**config.mk**
```make
export PLATFORM = sky130hd
export DESIGN_NAME = flash_loader
export DESIGN_NICKNAME = d
export VERILOG_FILES = /design/src/rtl/flash_loader.sv
export SDC_FILE = /design/constraint.sdc
export NUM_CORES = 1
export LEC_CHECK = 0
export CORE_MARGIN = 3
export CORE_UTILIZATION = 55
export CTS_CLUSTER_DIAMETER = 100
export CTS_CLUSTER_SIZE = 24
export DETAILED_ROUTE_END_ITERATION = 10
export PLACE_DENSITY = 0.85
export SETUP_SLACK_MARGIN = 0.15
export SLEW_MARGIN = 10
export SYNTH_ARGS = -nofsm -noshare
export SYNTH_HDL_FRONTEND = slang
export SYNTH_SLANG_ARGS = --single-unit
export TNS_END_PERCENT = 5
```
**constraint.sdc**
```tcl
create_clock -name clk -period 3 [get_ports clk]
set_clock_uncertainty 0.1 [all_clocks]
set_input_delay 0.45 -clock clk [delete_from_list [all_inputs] [get_ports clk]]
set_output_delay 0.45 -clock clk [all_outputs]
set_load 0.03 [all_outputs]
```
**src/rtl/flash_loader.sv**
```systemverilog
// flash_loader: copies LENGTH bytes from a serial-flash reader into memory
// at reset-time-fixed source/destination bases, one byte per request.
module flash_loader #(
  parameter logic [23:0] SRC_BASE = 24'h100000,
  parameter logic [15:0] DST_BASE = 16'h0000,
  parameter logic [16:0] LENGTH   = 17'd16384
) (
  input  logic        clk,
  input  logic        resetn,
  input  logic        start,
  input  logic        flash_ready,
  input  logic        flash_busy,
  input  logic [7:0]  flash_dout,
  output logic [23:0] flash_addr,
  output logic        flash_cs,
  output logic [15:0] mem_addr,
  output logic [7:0]  mem_data,
  output logic        mem_we,
  input  logic        mem_ack,
  output logic        active,
  output logic        done
);

  typedef enum logic [2:0] {
    S_IDLE,
    S_WAIT_RDY,
    S_REQ,
    S_WAIT_HI,
    S_WAIT_LO,
    S_WRITE,
    S_FIN
  } state_t;

  state_t      r_state;
  logic [16:0] r_offset;
  logic [23:0] r_faddr;
  logic        r_cs;
  logic [15:0] r_maddr;
  logic [7:0]  r_mdata;
  logic        r_we;
  logic        r_active;
  logic        r_done;

  logic [23:0] w_src;
  logic [15:0] w_dst;
  logic [16:0] w_next;
  logic        w_last;

  // 17-bit offset so that LENGTH=65536 still reaches its terminal count
  assign w_src  = SRC_BASE + {7'd0, r_offset};
  assign w_dst  = DST_BASE + r_offset[15:0];
  assign w_next = r_offset + 17'd1;
  assign w_last = (w_next == LENGTH);

  always_ff @(posedge clk or negedge resetn) begin
    if (!resetn) begin
      r_state  <= S_IDLE;
      r_offset <= '0;
      r_faddr  <= '0;
      r_cs     <= 1'b0;
      r_maddr  <= '0;
      r_mdata  <= '0;
      r_we     <= 1'b0;
      r_active <= 1'b0;
      r_done   <= 1'b0;
    end else begin
      unique case (r_state)
        S_IDLE: begin
          if (start) begin
            r_offset <= '0;
            r_done   <= 1'b0;
            r_active <= 1'b1;
            r_state  <= (LENGTH == 17'd0) ? S_FIN : S_WAIT_RDY;
          end
        end
        S_WAIT_RDY: begin
          if (flash_ready && !flash_busy) r_state <= S_REQ;
        end
        S_REQ: begin
          r_faddr <= w_src;
          r_cs    <= 1'b1;
          r_state <= S_WAIT_HI;
        end
        S_WAIT_HI: begin
          if (flash_busy) begin
            r_cs    <= 1'b0;
            r_state <= S_WAIT_LO;
          end
        end
        S_WAIT_LO: begin
          if (!flash_busy) begin
            r_mdata <= flash_dout;
            r_maddr <= w_dst;
            r_we    <= 1'b1;
            r_state <= S_WRITE;
          end
        end
        S_WRITE: begin
          if (mem_ack) begin
            r_we     <= 1'b0;
            r_offset <= w_next;
            r_state  <= w_last ? S_FIN : S_REQ;
          end
        end
        S_FIN: begin
          r_active <= 1'b0;
          r_done   <= 1'b1;
          r_state  <= S_IDLE;
        end
        default: r_state <= S_IDLE;
      endcase
    end
  end

  assign flash_addr = r_faddr;
  assign flash_cs   = r_cs;
  assign mem_addr   = r_maddr;
  assign mem_data   = r_mdata;
  assign mem_we     = r_we;
  assign active     = r_active;
  assign done       = r_done;

endmodule

```
==> impl_metrics.yaml, run 1 <==
yosys:
  postSynthCellCount: 284
  synth_enable_flop_cells: 0
  synth-seq-area-share: 0.5230
  yosysWarnings: 0
  async_reset_ff_frac: 1.000
  netlist_area_um2: 3158
  ys_ff_latch: 66
  yosys_most_used_dff: "dfrtp_1"
  syn_area_per_cell_um2: 11.12
  yosysUniqueCellTypes: 49
route:
  antenna_left: 0
  dr_wl_met2_um: 3218
  drc: 0
  drt-met1-wl_um: 2935
  wl_um: 6662
  viasPerCell: 5.659
  initialDrtViolationCount: 107
  vias: 2337
  topRoutingLayerUsed: "met4"
  wl_per_cell_um: 16.13
  dr.pass1.iters: 4
  dr_wl_met3_um: 380
critical_path:
  criticalPathCategory: "flop to flop"
  end_kind: "flop"
  cp_data_required_time_ns: 3.13
  cp-start-kind: "flop"
  arrival_ns: 2.29
  path_max_fanout: 8
global_routing:
  antenna_found_initial: 0
  grt_pass1_wl_um: 11140
  track_usage: 0.2233
  first_global_vias: 2291
  overflow: 0
  grt_start_max_net_pins: 54
timing:
  grt_setup_unrepaired: "no"
  drv_slew: 0
  final-setup-viol-count: 0
  tns_ns: 0
  fin_crit_ns: 2.158
  timing.fmax_mhz: 463.5
  tightest_slew_ns: 0.6502
  hold_violations: 0
  min_period_over_period: 0.7192
  slew_headroom: 0.5666
die:
  die_w_um: 81.78
  rows: 26
  die_area_um2: 6687
  io_pins: 66
  die_y_um: 81.78
  initial_core_util: 0.5919
  core_um2: 5335
place:
  placed_cells: 396
  io_buffers: 59
  hpwl_um: 4536
  gp_congestion: 0.8614
finish:
  diodes: 0
  synthToLayoutAreaGrowth_pct: 24.80
  layout-drive-gt1-share: 0.2012
  nFillCells: 387
  final_common_cell: "dfrtp_1"
  fin_util: 0.7387
  layout.nets: 354
  fin_cells: 413
  layout_common_cells: "dfrtp_1, clkdlybuf4s50_1, mux2_2"
pwr:
  combPwrFrac: 0.307
  swShare: 0.3316
  seqPwrFrac: 0.419
  leakagePower_nw: 1.727
  p_per_area_nw_per_um2: 682.9
  clockPowerShare: 0.274
  p_int_mw: 1.799
  netSwitchingPower_mw: 0.8924
  vdd_ir_drop_max_mv: 0.3951
clock_tree:
  numClockSinks: 66
  clock-root-buffer: "clkbuf_8"
  clkTransAtPathRegs_ns: 0.06
  cts_buffers: 9
  cts_tree: "done"
  cts-resized-gates: 0
  worstSkewPairLatency_ns: 0.34
  clock_path_buffers: 2
  cts.hold.buffers_added: 1
  ctsHtreeMaxLevel: 3
  post-cts-setup-buffer-count: 0
status:
  outcome: "complete, no violations"
job:
  drv_cap: 0
worst_hold_path:
  hold_class: "flop to flop"
==> sequential cells by signal, indices dropped and copies added (netlist names) <==
register    count
flash_addr     18
r_offset       17
mem_addr       16
mem_data        8
r_state         3
active          1
done            1
flash_cs        1
mem_we          1
==> cell usage after synthesis (2+ instances only) <==
library cell  number  area (um^2)
a21o_1             3        22.52
a21oi_1            8        40.04
a22o_1             2        17.52
a31oi_1            3        18.77
and2_1             3        18.77
and4_1             2        17.52
buf_2             10        50.05
buf_4              6        45.04
buf_6              3        33.78
clkbuf_1           7        26.28
dfrtp_1           66         1652
ha_1               2        25.02
inv_1              4        15.01
mux2_2            41        461.7
mux2i_1            2        20.02
nand2_1           20        75.07
nand3_1            4        20.02
nand4_1            8        50.05
nor2_1            15        56.30
nor2b_1            5        31.28
nor3_1             5        25.02
nor4_1             2        12.51
o21ai_0           28        140.1
o2bb2ai_1          2        17.52
o31ai_1            3        22.52
o41ai_1            2        17.52
or2_2              3        18.77
xnor2_1            3        26.28
xor2_1             2        17.52
==> routing by layer <==
metal / global-route usage / vias up
met1: 0.2915 / 1137
li1: - / 1108
met3: 0.06031 / 13
met5: 0 / -
met4: 0.08306 / 0
met2: 0.3570 / 79
==> area by class of cell <==
cell class / count / area [um^2] / area share
Timing Repair Buffer: 65 / 633.1 / 0.1606
Multi-Input combinational cell: 192 / 1356 / 0.3441
Sequential cell: 66 / 1652 / 0.4190
Tap cell: 70 / 87.58 / 0.02222
Clock buffer: 14 / 162.7 / 0.04127
Clock inverter: 2 / 35.03 / 0.008889
Inverter: 4 / 15.01 / 0.003810
==> metrics by stage <==
stage	power, mW	setup WS [ns]	hold slack, ns	area [um^2]
after floorplan	1.658	1.058	0.05441	3177
after global placement	1.946	0.9138	0.2548	3734
after detailed placement	1.964	0.8648	0.2623	3734
after CTS	2.721	0.8555	0.3744	3941
after global routing	2.828	0.6452	0.4051	3941
final	2.691	0.8424	0.3698	3941
==> power by group through the flow <==
stage	combinational [mW]	sequential [mW]	clock (mW)
finish	0.826	1.13	0.738
detailed placement	0.824	1.14	0
CTS	0.833	1.13	0.761
global route	0.889	1.14	0.794
floorplan	0.376	1.28	0
global placement	0.812	1.13	0
==> cell families (layout without fill, tap and decap cells) <==
logic type | count (synthesis) | after routing | synth area share
mux | 43 | 43 | 0.1525
other cells | 1 | 6 | 0.001187
flops | 66 | 66 | 0.5230
simple gates | 79 | 79 | 0.1355
fa+ha+maj | 2 | 2 | 0.007923
xor+xnor | 5 | 5 | 0.01387
buf+inv | 31 | 85 | 0.05546
compound gates | 57 | 57 | 0.1105
==> worst max-delay path, cell delays in order (launching register included) <==
cell	delay, ns
dfrtp_1	0.50
ha_1	0.27
nand3_1	0.19
nor4_1	0.32
o2111a_1	0.22
o2111ai_1	0.16
o31ai_1	0.29
==> final timing paths <==
check / startpoint / end / slack, ns / cells after the start
max in group asynchronous: resetn / r_state[1] / 1.41 / 3
max: r_offset[0] / r_state[2] / 0.84 / 6
min in group asynchronous: resetn / mem_data[2] / 0.43 / 2
max reg2reg: r_offset[0] / r_state[2] / 0.84 / 6
min: flash_addr[20] / flash_addr[20] / 0.37 / 1
min reg2reg: flash_addr[20] / flash_addr[20] / 0.37 / 1
Power figures use the tool's default switching activity.
==> run 2: changes to the inputs <==
CORE_UTILIZATION = 46   (was 55)
PLACE_DENSITY = 0.76   (was 0.85)
clock period = 1.8 ns   (was 3 ns; I/O delays follow)
==> impl_metrics.yaml, run 2 (synthesis results as in run 1) <==
status:
  outcome: "complete, no violations"
pwr:
  p_int_mw: 3.162
  vdd_ir_drop_max_mv: 0.6976
  leakagePower_nw: 2.697
  power_mw: 4.724
  clockPowerShare: 0.288
  p_per_area_nw_per_um2: 1048
  netSwitchingPower_mw: 1.562
  seqPwrFrac: 0.396
  swShare: 0.3307
  combPwrFrac: 0.316
finish:
  layout-drive-gt1-share: 0.3368
  nFillCells: 467
  multi_input_area_um2: 1445
  layout.nets: 394
  layout_common_cells: "dfrtp_1, dlymetal6s2s_1, mux2_2, buf_4, o21ai_0"
  fin_cells: 460
  regArea_um2: 1657
  largest_reg_flops: 18
  final_common_cell: "dfrtp_1"
  fin_util: 0.6937
  diodes: 0
  synthToLayoutAreaGrowth_pct: 42.67
die:
  die_y_um: 88.86
  core_um2: 6495
  die_w_um: 88.86
  initial_core_util: 0.4862
  rows: 29
  die_area_um2: 7895
  io_pins: 66
critical_path:
  reg2reg_from: "r_offset[0]"
  r2r_cells: 6
  cpPeakStageDelay_ns: 0.41
  cp_cell_sequence: "ha_2 > and3_4 > nand3_4 > a21oi_1 > a31oi_1 > o31ai_1"
  rr_endpoint: "r_state[2]"
  crit_slowest_cell: "dfrtp_1"
  reg2reg_slack_ns: 0.0009
  cp_data_required_time_ns: 1.94
  cp-start-kind: "flop"
  end_kind: "flop"
  arrival_ns: 1.94
  criticalPathCategory: "flop to flop"
  path_max_fanout: 8
place:
  pre_cts_slack_ns: -0.07228
  gp_congestion: 0.8675
  hpwl_um: 5029
  placed_cells: 436
  io_buffers: 59
timing:
  hold_violations: 0
  grt_setup_unrepaired: "yes"
  timing.fmax_mhz: 555.8
  layout_setup_ws_ns: 0.0008553
  final-setup-viol-count: 0
  drv_slew: 0
  min_period_over_period: 0.9995
  holdWs_ns: 0.3218
  fin_crit_ns: 1.799
global_routing:
  grtUsageMet1: 0.2700
  top_usage_layer: "met2"
  antenna_found_initial: 0
  grtUsageMet2: 0.3138
  overflow: 0
  grt_pass1_wl_um: 12100
  track_usage: 0.2019
  grt_start_max_net_pins: 31
  first_global_vias: 2469
  grt_use_met3: 0.05680
clock_tree:
  clkTransAtPathRegs_ns: 0.07
  clock_path_buffers: 2
  numClockSinks: 66
  cts_buffers: 9
  worstSkewPairLatency_ns: 0.34
  clock-root-buffer: "clkbuf_8"
  ctsHtreeMaxLevel: 3
  cts_tree: "done"
route:
  wl_um: 7445
  initialDrtViolationCount: 235
  drc: 0
  antenna_left: 0
  viasPerCell: 5.411
  dr.pass1.iters: 4
  wl_per_cell_um: 16.18
  vias: 2489
job:
  drv_cap: 0
worst_hold_path:
  hold_class: "primary input to async pin"
-- run 2: cell count changes in the layout (fill, tap and decap cells not counted), moves of 3 or more --
cell,before,now
clkdlybuf4s50_1,58,12
o21ai_0,28,23
dfrtp_2,0,4
dlymetal6s2s_1,0,46
clkinv_2,1,4
buf_4,5,41
o21ai_1,0,4
dfrtp_1,66,62
clkbuf_1,3,0
-- run 2: critical path: cells and delay by family, from the launching register on --
| kind | cells | cell delay (ns) |
|---|---|---|
| DFF | 1 | 0.41 |
| adders and majority gates | 1 | 0.24 |
| and+or+nand+nor | 2 | 0.38 |
| AOI/OAI and AO/OA | 3 | 0.56 |
-- run 2: power by group through the flow --
stage | sequential [mW] | clock (mW) | combinational (mW)
final | 1.87 | 1.36 | 1.49
after global routing | 1.90 | 1.47 | 1.60
after detailed placement | 1.90 | 0 | 1.50
after global placement | 1.89 | 0 | 1.48
after floorplan | 2.14 | 0 | 0.636
after CTS | 1.88 | 1.39 | 1.53
-- run 2: per-layer routing --
| layer | part of all wire | vias to the layer above |
|---|---|---|
| met2 | 0.49 | 76 |
| met3 | 0.054 | 18 |
| met5 | 0 | - |
| li1 | - | 1190 |
| met1 | 0.44 | 1205 |
| met4 | 0.021 | 0 |
-- run 2: area by class of cell --
type | count | area share
timing repair buffer | 105 | 0.2385
inverter | 4 | 0.003332
clock buffer | 10 | 0.03055
multi-input combinational | 192 | 0.3207
clock inverter | 6 | 0.01777
tap | 77 | 0.02138
sequential | 66 | 0.3677
-- run 2: worst max path at each step --
stage	from	end	cells past startpoint
2_1_floorplan	r_offset[1]	r_state[2]	7
3_3_place_gp	mem_ack	r_offset[11]	5
3_5_place_dp	mem_ack	r_offset[11]	5
4_1_cts	r_offset[1]	r_state[2]	6
5_1_grt	r_offset[1]	r_state[2]	6
6_report	r_offset[0]	r_state[2]	6
-- run 2: what timing repair did --
action	in CTS	in global routing
setup endpoints to repair	83	104
pin swaps	1	3
hold buffers	1	0
hold endpoints to repair	17	0
buffers inserted	2	4
gates resized for setup	13	57
cloned	1	0
-- run 2: per-stage QoR --
step,cell area (um^2),TNS [ns]
finish,4506,0
global placement,4031,-0.6560
detailed placement,4031,-1.084
global route,4506,-0.5660
floorplan,3202,0
CTS,4335,0
